[src/rtl/wm8731_reg_target.sv]
`timescale 1ns/1ps
// I2C write-only register target modelled on the WM8731 control port:
// 7-bit register address + 9-bit data per byte pair, ten-entry register file.
//
// state  | meaning
// IDLE   | bus idle or after STOP, waiting for START
// ADDR   | shifting device address and R/W bit
// ACK_A  | acknowledging the address byte
// BYTE1  | shifting first byte (reg addr + data MSB)
// ACK_1  | acknowledging byte 1
// BYTE2  | shifting second byte, commit on its last bit
// ACK_2  | acknowledging byte 2, then back to BYTE1
// IGNORE | not addressed (or read), wait for START/STOP
module wm8731_reg_target #(
  parameter logic [6:0] DEV_ADDR = 7'h1A,
  parameter int         FILT     = 2
) (
  input  logic       MCLK,
  input  logic       RESET,
  input  logic       SCL,
  input  logic       SDA_IN,
  output logic       SDA_OE,
  output logic       WR_STB,
  output logic [6:0] WR_ADDR,
  output logic [8:0] WR_DATA,
  output logic       SW_RST,
  input  logic [3:0] RD_ADDR,
  output logic [8:0] RD_DATA,
  output logic       ACTIVE
);

  typedef enum logic [2:0] {
    IDLE, ADDR, ACK_A, BYTE1, ACK_1, BYTE2, ACK_2, IGNORE
  } state_t;

  state_t state, state_n;

  logic [FILT-1:0] scl_sync, sda_sync;
  logic            scl_s, sda_s, scl_d, sda_d;
  logic            scl_rise, scl_fall, start, stop;

  logic [2:0]  bit_cnt, cnt_n;
  logic [7:0]  shift, shift_n, byte1, byte1_n, bit_in;
  logic        ack_on, ack_on_n, oe_n, commit;
  logic [15:0] wr_word;
  logic [8:0]  regs [10];

  function automatic logic [8:0] reg_default(input int idx);
    case (idx)
      0, 1:    return 9'h097;
      2, 3:    return 9'h079;
      4:       return 9'h00A;
      5:       return 9'h008;
      6:       return 9'h09F;
      7:       return 9'h00A;
      default: return 9'h000;
    endcase
  endfunction

  // Synchronizers idle high so a reset never looks like a bus event.
  always_ff @(posedge MCLK or negedge RESET) begin
    if (!RESET) begin
      scl_sync <= '1;
      sda_sync <= '1;
      scl_d    <= 1'b1;
      sda_d    <= 1'b1;
    end else begin
      scl_sync[0] <= SCL;
      sda_sync[0] <= SDA_IN;
      for (int i = 1; i < FILT; i++) begin
        scl_sync[i] <= scl_sync[i-1];
        sda_sync[i] <= sda_sync[i-1];
      end
      scl_d <= scl_s;
      sda_d <= sda_s;
    end
  end

  assign scl_s    = scl_sync[FILT-1];
  assign sda_s    = sda_sync[FILT-1];
  assign scl_rise = scl_s & ~scl_d;
  assign scl_fall = ~scl_s & scl_d;
  assign start    = scl_s & sda_d & ~sda_s;
  assign stop     = scl_s & ~sda_d & sda_s;
  assign bit_in   = {shift[6:0], sda_s};
  assign wr_word  = {byte1, bit_in};

  always_comb begin
    state_n  = state;
    cnt_n    = bit_cnt;
    shift_n  = shift;
    byte1_n  = byte1;
    ack_on_n = ack_on;
    oe_n     = SDA_OE;
    commit   = 1'b0;
    if (start || stop) begin
      state_n  = start ? ADDR : IDLE;
      cnt_n    = 3'd0;
      ack_on_n = 1'b0;
      oe_n     = 1'b0;
    end else begin
      case (state)
        ADDR, BYTE1, BYTE2: begin
          if (scl_rise) begin
            shift_n = bit_in;
            cnt_n   = bit_cnt + 3'd1;
            if (bit_cnt == 3'd7) begin
              if (state == ADDR) begin
                state_n = (bit_in == {DEV_ADDR, 1'b0}) ? ACK_A : IGNORE;
              end else if (state == BYTE1) begin
                byte1_n = bit_in;
                state_n = ACK_1;
              end else begin
                commit  = 1'b1;
                state_n = ACK_2;
              end
            end
          end
        end
        ACK_A, ACK_1, ACK_2: begin
          if (scl_fall) begin
            if (!ack_on) begin
              oe_n     = 1'b1;
              ack_on_n = 1'b1;
            end else begin
              oe_n     = 1'b0;
              ack_on_n = 1'b0;
              state_n  = (state == ACK_1) ? BYTE2 : BYTE1;
            end
          end
        end
        default: ;
      endcase
    end
  end

  always_ff @(posedge MCLK or negedge RESET) begin
    if (!RESET) begin
      state   <= IDLE;
      bit_cnt <= 3'd0;
      shift   <= 8'h00;
      byte1   <= 8'h00;
      ack_on  <= 1'b0;
      SDA_OE  <= 1'b0;
      WR_STB  <= 1'b0;
      SW_RST  <= 1'b0;
      WR_ADDR <= 7'h00;
      WR_DATA <= 9'h000;
    end else begin
      state   <= state_n;
      bit_cnt <= cnt_n;
      shift   <= shift_n;
      byte1   <= byte1_n;
      ack_on  <= ack_on_n;
      SDA_OE  <= oe_n;
      WR_STB  <= commit;
      SW_RST  <= commit && (wr_word[15:9] == 7'h0F);
      if (commit) begin
        WR_ADDR <= wr_word[15:9];
        WR_DATA <= wr_word[8:0];
      end
    end
  end

  // Address 0x0F is the software reset; 0x0A..0x0E and above 0x0F are accepted but dropped.
  always_ff @(posedge MCLK or negedge RESET) begin
    if (!RESET) begin
      for (int i = 0; i < 10; i++) regs[i] <= reg_default(i);
    end else if (commit) begin
      if (wr_word[15:9] == 7'h0F) begin
        for (int i = 0; i < 10; i++) regs[i] <= reg_default(i);
      end else begin
        for (int i = 0; i < 10; i++)
          if (wr_word[15:9] == 7'(i)) regs[i] <= wr_word[8:0];
      end
    end
  end

  always_comb begin
    RD_DATA = 9'h000;
    for (int i = 0; i < 10; i++)
      if (RD_ADDR == 4'(i)) RD_DATA = regs[i];
  end

  assign ACTIVE = regs[9][0];

endmodule

[config.mk]
export PLATFORM = sky130hd
export DESIGN_NAME = wm8731_reg_target
export DESIGN_NICKNAME = d
export VERILOG_FILES = /design/src/rtl/wm8731_reg_target.sv
export SDC_FILE = /design/constraint.sdc
export NUM_CORES = 1
export LEC_CHECK = 0
export ABC_CLOCK_PERIOD_IN_PS = 4100
export CAP_MARGIN = 25
export CORE_UTILIZATION = 40
export DETAILED_ROUTE_END_ITERATION = 12
export PLACE_DENSITY = 0.59
export SYNTH_ARGS = -nofsm -noshare
export SYNTH_HDL_FRONTEND = slang
export SYNTH_SLANG_ARGS = --single-unit
[constraint.sdc]
create_clock -name MCLK -period 4.1 [get_ports MCLK]
set_clock_uncertainty 0.15 [all_clocks]
set_input_delay 0.615 -clock MCLK [delete_from_list [all_inputs] [get_ports MCLK]]
set_output_delay 0.615 -clock MCLK [all_outputs]
set_load 0.005 [all_outputs]
==> flow_summary.toml, run 1 <==
[setup_path]
worst_path_max_delay_cell = "clkdlybuf4s50_1"
cpPeakStageDelay_ns = 0.84
critPathLaunchType = "primary input"
crit_chain = "clkdlybuf4s50_1 -> nor3b_1 -> o21ai_0 -> nand2_1 -> a21o_1 -> clkdlybuf4s50_1"
arrival_ns = 2.89
criticalPathCategory = "primary input to primary output"
cp_max_fo = 16
crit_path_end_kind = "primary output"
cpMostUsedCell = "clkdlybuf4s50_1"
required_ns = 3.34

[power]
p_int_uw = 2747
pwr-share-seq_pct = 41.5
switching_share_pct = 24.66
power.switching_uw = 899.1
peakVddDrop_uv = 282.4
combPwrFrac_pct = 8.6
clkPwrFrac_pct = 49.9
p_leak_uw = 0.003471
power_density_nw_per_um2 = 471.0

[clock_network]
insertion_delay_ns = 0.42
post_cts_resized = 0
clockBufferDepth = 2
post_cts_buffers = 0
cts_made_buffers = 17
clockRootBuffer = "clkbuf_16"
hold_buffers = 0
cts_sinks = 136
cts_tree = "done"
h-tree-depth = 4
clk_pin_slew_ns = 0.05

[floorplanning]
die_w_um = 129.6
io_pins = 37
placement_rows = 46
core_sq_um = 15890
start_util_pct = 41.02
die_area_sq_um = 16810
die_height_um = 129.6

[global_routing]
grt_pass1_vias = 4708
antenna_found_initial = 0
grt_max_degree = 86
grt_overflow = 0
grt_pass1_wl_mm = 26.51
grt_usage_pct = 21.27

[status]
status = "finished, final reports clean"

[synth]
async_reset_ff_share_pct = 100.0
netlist_instances = 552
synth_ff_type = "dfrtp_1"
ys_ff_latch = 136
syn-mean-instance-area_sq_um = 11.80
syn_nets = 562
synth_warnings = 0
yosysSeqAreaShare_pct = 52.94
synth_area_sq_um = 6516
synth_cell_types = 68
synth_edf_count = 0

[sta]
grt_setup_unrepaired = "no"
tightest_slew_ns = 0.8681
hold_violations = 0
slew_headroom_pct = 42.13
whs_ns = 0.1124
finalSetupTns_ns = 0
slew_violations = 0
period_minus_slack_ns = 3.659
fin_crit_sh_pct = 89.25
fmax_mhz = 273.3
setup_viol = 0

[placed_design]
hpwl_mm = 11.28
numPortBuffers = 36
globalplace.congestion = 0.8259
dp_cells = 777
placed_area_sq_um = 7036

[final_layout]
fillers = 1457
layout.nets = 590
final_cell_mix = "dfrtp_1, nand2_1, mux2_2"
antennaDiodeCount = 0
drive_gt1_share_pct = 28.50
instances_no_fill = 809
stdcell_area_sq_um = 7742
syn2layout_area_growth_pct = 18.82
mostFrequentLayoutCell = "dfrtp_1"

[route]
firstDrtPassIters = 5
drc = 0
antenna_left = 0
routed_wl_mm = 16.20
wire_per_inst_um = 20.03
dr_total_vias = 4539
viasPerCell = 5.611
drt-initial-drc-count = 352

[hold_path]
hp-class = "primary input to async pin"

[job]
drv_cap = 0
## sequential cells by signal, indices dropped and copies added, names as in the netlist
signal and count:
ACTIVE 1, SW_RST 1, WR_ADDR 7, WR_DATA 9
WR_STB 1, ack_on 1, bit_cnt 3, byte1 8
regs 89, scl_d 1, scl_sync 2, sda_d 1
sda_sync 2, shift 7, state 3
## worst max-delay path: cells and delay by family
family	cells	cell delay [ns]
compound gates	2	0.31
buf+inv	2	1.33
simple gates	2	0.64
## kinds of logic after synthesis
kind of cell    after synthesis  share of synthesized area [%]
xor+xnor                      4                         0.5377
simple gates                146                          12.50
mux                          85                          15.51
fa+ha+maj                     2                         0.3840
flops                       136                          52.94
buf+inv                      46                          3.264
compound gates              133                          14.86
## stage by stage
| stage | total power [uW] | utilization (%) | setup WS, ns |
|---|---|---|---|
| final | 3646 | 48.74 | 0.4409 |
| after global routing | 3793 | 48.74 | 0.2015 |
| after CTS | 3680 | 48.74 | 0.4644 |
| after detailed placement | 1852 | 44.29 | 0.4743 |
| after global placement | 1841 | 44.29 | 0.4952 |
| after floorplan | 1705 | - | 1.476 |
## routing by layer
layer	track usage, %	up-vias	part of all wire (%)
met5	0	-	0
met4	7.661	0	1.7
met3	3.509	20	2.7
met2	33.75	94	49
met1	29.41	2327	47
li1	-	2098	-
## cells in the mapped netlist, types with 3 or more instances
library cell,number,area (sq um)
o22ai_1,6,37.54
and2_1,6,37.54
a21o_1,9,67.56
mux4_2,7,157.7
nand3_1,7,35.03
clkbuf_1,16,60.06
mux2_2,58,653.1
o22a_1,8,70.07
o21bai_1,4,30.03
nand2b_1,3,18.77
o21ai_0,27,135.1
buf_2,12,60.06
nor4_1,3,18.77
or2_2,3,18.77
dfrtp_1,99,2477
a2bb2oi_1,6,52.55
nor3b_1,5,37.54
nor2_1,17,63.81
nand4_1,3,18.77
o21a_1,5,37.54
dfstp_2,37,972.2
inv_1,9,33.78
nand2_1,62,232.7
a31oi_1,6,37.54
or4_1,5,37.54
nand3b_1,3,22.52
a22oi_1,6,45.04
nor2b_1,5,31.28
and3b_1,3,26.28
o22a_2,6,60.06
mux2i_1,20,200.2
o221ai_1,7,61.31
and2_0,4,25.02
clkbuf_2,3,15.01
a22o_1,15,131.4
a21oi_1,14,70.07
## final timing paths
| kind | start | slack [ns] | cells past startpoint | to |
|---|---|---|---|---|
| hold reg to reg | scl_sync[0] | 0.20 | 0 | scl_sync[1] |
| setup / recovery | RD_ADDR[2] | 0.44 | 6 | RD_DATA[7] |
| hold / removal | RESET | 0.11 | 1 | WR_DATA[5] |
| min in group MCLK | scl_sync[0] | 0.20 | 0 | scl_sync[1] |
| setup reg to reg | sda_sync[1] | 1.01 | 5 | regs[7] |
| max in group asynchronous | RESET | 2.78 | 2 | regs[29] |
## final cells by class
class / instances / area, sq um / share of cell area, %
Clock buffer: 18 / 439.2 / 5.672
Clock inverter: 14 / 267.8 / 3.458
Inverter: 10 / 37.54 / 0.4848
Multi-Input combinational cell: 370 / 2854 / 36.86
Sequential cell: 136 / 3450 / 44.55
Tap cell: 216 / 270.3 / 3.491
Timing Repair Buffer: 45 / 424.2 / 5.478
## power by group through the flow
stage,clock network (uW),registers (uW),logic (uW)
floorplan,0,1450,251
global placement,0,1530,308
detailed placement,0,1540,317
CTS,1850,1510,318
global route,1920,1520,349
finish,1820,1510,314
Power figures use the tool's default switching activity.
==> run 2: changes to the inputs <==
--- a/config.mk
+++ b/config.mk
@@ -10,6 +10,7 @@
 export CORE_UTILIZATION = 40
 export DETAILED_ROUTE_END_ITERATION = 12
 export PLACE_DENSITY = 0.59
+export SETUP_SLACK_MARGIN = 0.3
 export SYNTH_ARGS = -nofsm -noshare
 export SYNTH_HDL_FRONTEND = slang
 export SYNTH_SLANG_ARGS = --single-unit
==> run 2 against run 1 <==
  * Clock power barely moved
  * First-iteration DRC count up 2.8%
  * Sequential power is essentially flat
  * Flip-flop and latch count unchanged
  * Critical path depth unchanged
  * Worst setup slack improved by 0.024 ns
  * Final cell count unchanged
  * Maximum frequency up 0.65%
  * Worst hold slack got worse by 0.016 ns
  * Sequential share of layout area about the same
  * Die area unchanged
  * Power hardly changed
  * Largest power group unchanged
==> flow_summary.toml, run 2 (same netlist as run 1, synthesis figures left out) <==
[status]
status = "finished, final reports clean"

[route]
wl_met1_mm = 7.711
drc = 0
highest_layer = "met4"
wire_per_inst_um = 20.03
wl_met2_mm = 7.778
drt-initial-drc-count = 362
wl_met3_um = 443
firstDrtPassIters = 4
dr_total_vias = 4544
routed_wl_mm = 16.20
viasPerCell = 5.617
antenna_left = 0

[sta]
period_minus_slack_ns = 3.635
hold_violations = 0
whs_ns = 0.09642
tightest_slew_ns = 0.8682
finalSetupTns_ns = 0
fin_crit_sh_pct = 88.67
fmax_mhz = 275.1
slew_violations = 0
slew_headroom_pct = 42.12
grt_setup_unrepaired = "no"
setup_viol = 0
setup_slack_ns = 0.4646

[setup_path]
criticalPathCategory = "primary input to primary output"
crit_family = "buffers and inverters"
cp_max_fo = 16
crit_buf_inv = 2
crit_path_end_kind = "primary output"
arrival_ns = 2.87
cp.depth = 6
required_ns = 3.34
cp-startpoint = "RD_ADDR[2]"
ff2ff_path_depth = 5
cpPeakStageDelay_ns = 0.71
rr_startpoint = "sda_sync[1]"
crit_chain = "clkdlybuf4s50_1 -> and3b_1 -> a22oi_1 -> a311o_1 -> a22oi_1 -> clkdlybuf4s50_1"
critPathLaunchType = "primary input"
worst_path_max_delay_cell = "clkdlybuf4s50_1"

[power]
peakVddDrop_uv = 284.2
power_density_nw_per_um2 = 470.9
p_leak_uw = 0.003473

[job]
drv_cap = 0

[global_routing]
antenna_found_initial = 0
grt_overflow = 0
grt_pass1_vias = 4708
grt_max_degree = 86
grt_pass1_wl_mm = 26.51
grt_usage_pct = 21.27

[clock_network]
cts_sinks = 136
cts_tree = "done"
clockBufferDepth = 2
post_cts_buffers = 0
clk_pin_slew_ns = 0.06
h-tree-depth = 4
clockRootBuffer = "clkbuf_16"
insertion_delay_ns = 0.42
cts_made_buffers = 17

[placed_design]
dp_slack_ns = 0.4743
placed_area_sq_um = 7036
globalplace.congestion = 0.8259
hpwl_mm = 11.28
numPortBuffers = 36

[final_layout]
stdcell_area_sq_um = 7747
mostFrequentLayoutCell = "dfrtp_1"
syn2layout_area_growth_pct = 18.89
biggestRegsByFlops = "regs: 89 flops, WR_DATA: 9 flops, byte1: 8 flops"
antennaDiodeCount = 0
final_cell_mix = "dfrtp_1, nand2_1, mux2_2"
regMostFlops = "regs"
layout.nets = 590
largest_reg_flops = 89
drive_gt1_share_pct = 28.67
final_util_pct = 48.77

[floorplanning]
placement_rows = 46
die_area_sq_um = 16810
core_sq_um = 15890
die_height_um = 129.6
io_pins = 37
die_w_um = 129.6
start_util_pct = 41.02

[hold_path]
hp-class = "primary input to async pin"
## run 2: cell counts in the layout (fill, tap and decap cells not counted)
No cell type changed its count.
## run 2: worst paths after layout
kind / slack (ns) / to
setup / recovery: 0.46 / RD_DATA[2]
hold / removal: 0.1 / shift[3]
setup reg to reg: 1.02 / regs[7]
hold reg to reg: 0.20 / scl_sync[1]
max in group asynchronous: 2.78 / regs[29]
min in group MCLK: 0.20 / scl_sync[1]
## run 2: per-layer routing
metal	vias to the layer above	global-route usage [%]
met5	-	0
met1	2340	29.41
li1	2101	-
met3	20	3.509
met2	83	33.75
met4	0	7.661
## run 2: what timing repair did
| action | CTS | global route |
|---|---|---|
| gates resized for setup | 0 | 1 |
| hold buffers | 0 | 0 |
| hold endpoints to repair | 0 | 0 |
| endpoints found under the setup margin | 0 | 5 |
## run 2: per-stage QoR
| stage | total power [uW] | cells |
|---|---|---|
| detailed placement | 1852 | 777 |
| CTS | 3680 | 809 |
| floorplan | 1705 | 552 |
| global placement | 1841 | 777 |
| finish | 3648 | 809 |
| global route | 3793 | 809 |
## run 2: layout make-up
cell class	instances	area, sq um
clock buffer	18	439.2
clock inverter	14	267.8
fill	1456	8138
inverter	10	37.54
multi-input combinational	370	2859
sequential	136	3450
tap	216	270.3
timing repair buffer	45	424.2
## run 2: power by group
group	internal [uW]	switching, uW
Sequential	1400	117
Clock	1220	597
Combinational	126	187
## run 2: worst reg2reg max path: cells and delay by family, from the launching register on
kind	cells	cell delay (ns)
multiplexers	1	0.47
flip-flops	1	0.72
XOR/XNOR	1	0.28
buffers and inverters	1	0.36
AO/OA/AOI/OAI	1	0.51
AND/OR/NAND/NOR	1	0.48
